File: src/rtl/hit_cb_wr_rd_ctrl.sv
// hit_cb_wr_rd_ctrl: circular-buffer write/read controller with L1A-triggered reads into a small output FIFO
module hit_cb_wr_rd_ctrl #(
  parameter int WORDW   = 8,
  parameter int ADDRW   = 7,
  parameter int OFDEPTH = 4
) (
  input  logic                   clk,
  input  logic                   reset,
  input  logic                   enable,
  input  logic [ADDRW-1:0]       latency,
  input  logic [WORDW-1:0]       hitIn,
  input  logic                   L1A,
  output logic                   ramCENB,
  output logic [ADDRW-1:0]       ramAB,
  output logic [WORDW-1:0]       ramDB,
  output logic                   ramCENA,
  output logic [ADDRW-1:0]       ramAA,
  input  logic [WORDW-1:0]       ramQA,
  output logic [ADDRW+WORDW-1:0] dout,
  output logic                   doutValid,
  input  logic                   doutReady,
  output logic [15:0]            trigDropCnt,
  output logic [1:0]             state
);
  localparam int PW = (OFDEPTH > 1) ? $clog2(OFDEPTH) : 1;
  localparam int CW = PW + 1;
  typedef enum logic [1:0] {IDLE = 2'd0, FILL = 2'd1, RUN = 2'd2} st_t;
  st_t cur, nxt;
  logic [ADDRW-1:0] wr_ptr, fill_cnt, lat_l, rd_addr, rd_addr_d1;
  logic wr, acc, in_flight, pop;
  logic [PW-1:0] wp, rp;
  logic [CW-1:0] cnt;
  logic [CW:0] occ;
  logic [ADDRW+WORDW-1:0] mem [OFDEPTH];
  always_comb begin
    nxt = !enable ? IDLE :
          cur == IDLE ? FILL :
          (cur == FILL && fill_cnt == lat_l - ADDRW'(1)) ? RUN : cur;
  end
  assign wr      = cur != IDLE;
  assign rd_addr = wr_ptr - lat_l;
  // a read issued last cycle still owns a FIFO slot until its data lands
  assign occ       = (CW+1)'(cnt) + (CW+1)'(in_flight);
  assign acc       = cur == RUN && enable && L1A && occ < (CW+1)'(OFDEPTH);
  assign doutValid = cnt != '0;
  assign pop       = doutValid && doutReady;
  assign dout      = mem[rp];
  assign ramCENB   = !wr;
  assign ramAB     = wr_ptr;
  assign ramDB     = hitIn;
  assign ramCENA   = !acc;
  assign ramAA     = acc ? rd_addr : '0;
  assign state     = cur;
  always_ff @(posedge clk or posedge reset) begin
    if (reset) begin
      cur         <= IDLE;
      wr_ptr      <= '0;
      fill_cnt    <= '0;
      lat_l       <= ADDRW'(1);
      in_flight   <= 1'b0;
      rd_addr_d1  <= '0;
      wp          <= '0;
      rp          <= '0;
      cnt         <= '0;
      trigDropCnt <= '0;
      for (int i = 0; i < OFDEPTH; i++) mem[i] <= '0;
    end else begin
      cur <= nxt;
      if (cur == IDLE && enable) begin
        lat_l    <= (latency == '0) ? ADDRW'(1) : latency;
        fill_cnt <= '0;
      end else if (cur == FILL) fill_cnt <= fill_cnt + ADDRW'(1);
      if (wr) wr_ptr <= wr_ptr + ADDRW'(1);
      in_flight  <= acc;
      rd_addr_d1 <= rd_addr;
      if (in_flight) begin
        mem[wp] <= {rd_addr_d1, ramQA};
        wp      <= wp + PW'(1);
      end
      if (pop) rp <= rp + PW'(1);
      cnt <= cnt + CW'(in_flight) - CW'(pop);
      if (L1A && !acc && trigDropCnt != 16'hFFFF) trigDropCnt <= trigDropCnt + 16'd1;
    end
  end
endmodule

File: config.mk
export PLATFORM = sky130hd
export DESIGN_NAME = hit_cb_wr_rd_ctrl
export DESIGN_NICKNAME = d
export VERILOG_FILES = /design/src/rtl/hit_cb_wr_rd_ctrl.sv
export SDC_FILE = /design/constraint.sdc
export NUM_CORES = 1
export LEC_CHECK = 0
export CORE_ASPECT_RATIO = 0.7
export CORE_MARGIN = 5
export CORE_UTILIZATION = 31
export CTS_BUF_LIST = sky130_fd_sc_hd__clkbuf_4 sky130_fd_sc_hd__clkbuf_8 sky130_fd_sc_hd__clkbuf_16
export CTS_CLUSTER_SIZE = 20
export DETAILED_ROUTE_END_ITERATION = 12
export DONT_BUFFER_PORTS = 1
export GPL_TIMING_DRIVEN = 0
export HOLD_SLACK_MARGIN = 0.08
export SLEW_MARGIN = 15
export SYNTH_ARGS = -nofsm -noshare
export SYNTH_HDL_FRONTEND = slang
export SYNTH_SLANG_ARGS = --single-unit
File: constraint.sdc
create_clock -name clk -period 4.3 [get_ports clk]
set_clock_uncertainty 0.05 [all_clocks]
set_input_delay 0.645 -clock clk [delete_from_list [all_inputs] [get_ports clk]]
set_output_delay 0.645 -clock clk [all_outputs]
set_load 0.01 [all_outputs]
---- Word level (Yosys, flattened, before mapping) ----
Index checks and enable logic that the tools add are counted.
storage, ports and cells
  output and inout port bits .............. 58
  bits of input ports ..................... 28
  register bits ........................... 114
  word-level logic and storage cells ...... 64
operators by class
  bitwise operators ....................... 2
  reductions and logical operators ........ 16
  muxes and demuxes ....................... 13
  $add $sub $neg .......................... 10
  order comparisons ....................... 4
  equal/unequal tests ..................... 5
operators with widths
  operator                                                    count
  bitwise mux 60 bit                                          1
  2-to-1 mux 15 bit                                           3
  binary-select mux 15 bit (select 2 bit)                     1
  demux 15 bit (select 2 bit)                                 1
  2-to-1 mux 7 bit                                            4
  adder 16 x 1 -> 16 bit, second input constant               1
  inequality test 16 bit, second input constant               1
  adder 7 x 1 -> 7 bit, second input constant                 2
  logical AND 1 bit                                           9
  equality test 7 bit                                         1
  logical NOT 7 bit                                           1
  subtractor 7 x 1 -> 7 bit, second input constant            1
  subtractor 7 bit                                            1
  greater-or-equal comparator 3 bit, second input constant    2
  2-to-1 mux 2 bit                                            3
  NOT 2 -> 3 bit                                              2
  adder 2 x 1 -> 2 bit, second input constant                 2
  adder 3 x 1 -> 4 bit                                        1
  less-than comparator 4 x 3 -> 1 bit, second input constant  1
  nonzero test 2 bit                                          2
  adder 3 x 1 -> 3 bit                                        1
  less-than comparator 3 x 1 -> 1 bit, second input constant  1
  inequality test 3 x 1 -> 1 bit, second input constant       1
  nonzero test 3 bit                                          1
  other kinds (5)                                             6

---- Logic depth before layout (Yosys ltp) ----
  word-level depth ........................ 7
  gate-level depth with buffers ........... 8
  mapped depth without buffers ............ 8

---- Worst setup path before layout ----
Ideal clock, no wire load.
  path kind ............................... register to output
  from .................................... register wr_ptr[0], in the netlist ramAB[0]
  to ...................................... output ramAA[6]
  data arrival time ....................... 2.006 ns
  buffers on the path ..................... 0
  slack ................................... 1.599 ns
  cell stages (with the launch flop) ...... 9
  required time ........................... 3.605 ns
  cells stage by stage .................... dfrtp_1 > inv_1 > ha_1 > fa_1 > nor2b_1 > o21ai_0 > a21boi_0 > mux2i_1 > a31oi_1
between the ends
  longest elaborated chain between the ends .. 2
ends and longest elaborated chain
  what                    RTL line  RTL
  start, declared         29        logic [ADDRW-1:0] wr_ptr, fill_cnt, lat_l, rd_addr, rd_addr_d1;
  start signal, assigned  73        if (wr) wr_ptr <= wr_ptr + ADDRW'(1);
  subtractor 7 bit        41        assign rd_addr = wr_ptr - lat_l;
  2-to-1 mux 7 bit        52        assign ramAA = acc ? rd_addr : '0;
  end, declared           17        output logic [ADDRW-1:0] ramAA,
Every way passes these cells.

---- Worst setup path after layout ----
Same ends and word-level chain as after synthesis.

==> summary.md <==
| Metric | Value |
|---|---|
| First-pass GRT wire length | `20000 um` |
| Peak VDD IR | `254 uV` |
| Routed wl met2 | `5420 um` |
| First-pass DRT Iterations | `4` |
| Pwr/cell area | `about 600 nW/um^2` |
| Fin cells | `about 700` |
| Met3 Wirelength | `876 um` |
| Final Hold Vio Count | `0` |
| Fillcell total | `1709` |
| Final-report setup violation count | `0` |
| Worst Max-Slew Pin Slew | `just under 0.7 ns` |
| RR Endpoint | `rd_addr_d1[6]` |
| Core area | `17300 um^2` |
| Post-CTS Setup Inserts | `0` |
| GPL Wtd Cong | `0.780` |
| Residual DRC count | `0` |
| Top cell type by total area after synthesis | `dfrtp_1` |
| Sw Share | `33.5%` |
| Flop pwr share | `39.2%` |
| Syn Inst Count | `440` |
| Post-synth EDFFs | `0` |
| Comb power frac | `23.8%` |
| PostCTS Resize Cnt | `0` |
| Final Hold Slack | `slightly above 0.09 ns` |
| Internal | `around 2.5 mW` |
| Gr ovfl total | `0` |
| Final Cell Area | `approximately 6400 um^2` |
| Place WS | `1.24 ns` |
| Min cycle time layout | `3.51 ns` |
| Commonest cells after routing, fill and taps aside | `113 x dfrtp_1, 63 x mux2_2, 27 x nand2_1, 21 x xnor2_1` |
| # H-tree levels | `4` |
| Final worst slack | `0.786 ns` |
| Worst Setup Path Type | `reg2out` |
| Critical Path End Type | `output pin` |
| Total global-route track usage | `12.4%` |
| Root Driver | `clkbuf_16` |
| Synthesized Nets | `~490` |
| Reg clk slew, reported paths | `about 0.070 ns` |
| Net Sw Power | `about 1.3 mW` |
| Final Util | `between 30 and 40%` |
| Hold-fix buffers, CTS | `0` |
| Clock power frac | `36.9%` |
| Top-level I/O count | `86` |
| Via/cell ratio | `4.90` |
| Buffers on Ports | `0` |
| Max Freq | `0.285 GHz` |
| Nets | `roughly 510` |
| Post-DP Area | `5840 um^2` |
| Worst setup SP type | `flip-flop` |
| Max Cap Viol | `0` |
| Worst EP arrival | `2.82 ns` |
| Highest metal layer with signal wires | `met4` |
| Initial antenna violation count | `0` |
| Number of global-route vias before repair | `3656` |
| Status | `complete, no violations` |
| Reg2reg path depth | `8` |
| R2R setup slack | `1.74 ns` |
| Total number of vias | `between 3k and 4k` |
| Final wirelength | `12200 um` |
| CTS tree | `done` |
| Die ar. | `between 20000 and 25000 um^2` |
| Die Y | `between 100 and 150 um` |
| Commonest non-fill, non-tap cell in the layout | `dfrtp_1` |
| Synthesized area | `5520 um^2` |
| Crit path to | `ramAA[6]` |
| Met1 wire length | `between 5000 and 6000 um` |
| Largest net degree at the start of global routing | `59` |
| Most area-consuming cells after synthesis | `dfrtp_1 51%, mux2_2 13%, mux4_2 6.1%` |
| Top_reg_cell synth | `dfrtp_1` |
| Total power | `~3.8 mW` |
| Unique masters post-synth | `43` |
| Worst skew pair latency | `roughly 0.41 ns` |
| Relative slew slack | `54.1%` |
| Hold Path Class | `in2async` |
| Area share of the largest cell type after synthesis | `about half` |
| Layout area overhead | `16.5%` |
| Total negative slack | `0 ns` |
| Seq cells post-synth | `114` |
| YS warnings | `0` |
| Antenna Cells | `0` |
| RSZ-0062 raised after global routing | `false` |
| Sequential fraction of the synthesis area | `51.7%` |
| Register area | `2850 um^2` |
| RR Startpoint | `ramAB[0]` |
| Clock Path Buffers | `2` |
| Final Max Slew Viols | `0` |
| Clk sinks | `114` |
| Req. time, crit path | `around 3.6 ns` |
| Footprint of the multi-input gates | `2440 um^2` |
| WL/cell | `between 15 and 20 um` |
| Syn_area_per_cell | `roughly 13 um^2` |
| Drt initial violations | `162` |
| Die span in x | `169 um` |
| Worst-path maximum fanout | `5` |
| Setup crit start | `ramAB[0]` |
| Layout cell share with drive strength beyond 1 | `between 20% and 30%` |
| Starting Density | `31.8%` |
| CTS Buf Count | `17` |
| Post-DRT Antenna Nets | `0` |
| Tcrit/Tclk final | `81.7%` |
| Cell count after placement | `672` |
| Total leakage power | `2.88 nW` |
| Hpwl dp | `between 8000 and 9000 um` |
| Post-synth ARST share | `100%` |
| # rows | `40` |
logic make-up (layout without fill, tap and decap cells):
family	count (synthesis)	count (layout)	share of synthesized area, %
adder cells (fa/ha/maj)	19	19	4.58
multiplexers	80	80	19.4
XOR/XNOR	39	39	6.19
buffers and inverters	45	78	4.04
AND/OR/NAND/NOR	107	107	9.94
flip-flops	114	114	51.7
AO/OA/AOI/OAI	36	36	4.15
sequential cells by signal, indices dropped and copies added (netlist names):
name         cells
mem             60
rp               2
trigDropCnt     16
in_flight        1
rd_addr_d1       7
ramAB            7
lat_l            7
fill_cnt         7
cnt              3
wp               2
state            2
synth_stat cells (2+ instances only):
cell type / instances
mux2_2: 63
o2111ai_1: 3
buf_4: 9
nand4_1: 13
inv_1: 21
nor3_1: 11
fa_1: 2
nand3b_1: 3
dfrtp_1: 113
mux4_2: 15
or3_1: 2
xnor2_1: 21
nand2_1: 27
nor2_1: 20
nand3_1: 11
ha_1: 17
o21ai_0: 18
and2_1: 6
nor2b_1: 6
mux2i_1: 2
clkbuf_1: 3
a21oi_1: 7
buf_2: 10
xor2_1: 18
routing by layer:
layer / global-route usage, % / vias up
met4: 2.87 / 0
met1: 16.8 / 1760
met3: 4.67 / 13
li1: - / 1582
met2: 18.8 / 96
met5: 0 / -
layout make-up:
class | instances | area share (%)
Sequential cell | 114 | 44.4
Multi-Input combinational cell | 281 | 37.9
Clock buffer | 18 | 6.83
Tap cell | 231 | 4.50
Clock inverter | 14 | 2.36
Buffer | 23 | 2.18
Inverter | 22 | 1.36
Timing Repair Buffer | 1 | 0.428
worst min path at each step:
stage	end	cells past startpoint	slack (ns)
after floorplan	cnt[0]	1	0.42
after global placement	mem[17]	1	0.43
after detailed placement	cnt[0]	1	0.44
after CTS	mem[52]	1	0.12
after global routing	mem[52]	1	0.13
final	mem[52]	1	0.09
power by group through the flow:
stage	clock network, mW	logic, mW	registers, mW
after global placement	0	0.887	1.51
final	1.41	0.913	1.50
after detailed placement	0	0.926	1.52
after floorplan	0	0.738	1.44
after CTS	1.44	0.929	1.50
after global routing	1.49	1.04	1.53
worst max-delay path: stages, from the launching register on:
cell and delay, ns:
dfrtp_1 0.49, inv_1 0.13, ha_1 0.24, fa_1 0.41, nor2b_1 0.13, o21ai_0 0.11, a21boi_0 0.40, mux2i_1 0.16
a31oi_1 0.34
(Power assumes the default switching activity.)
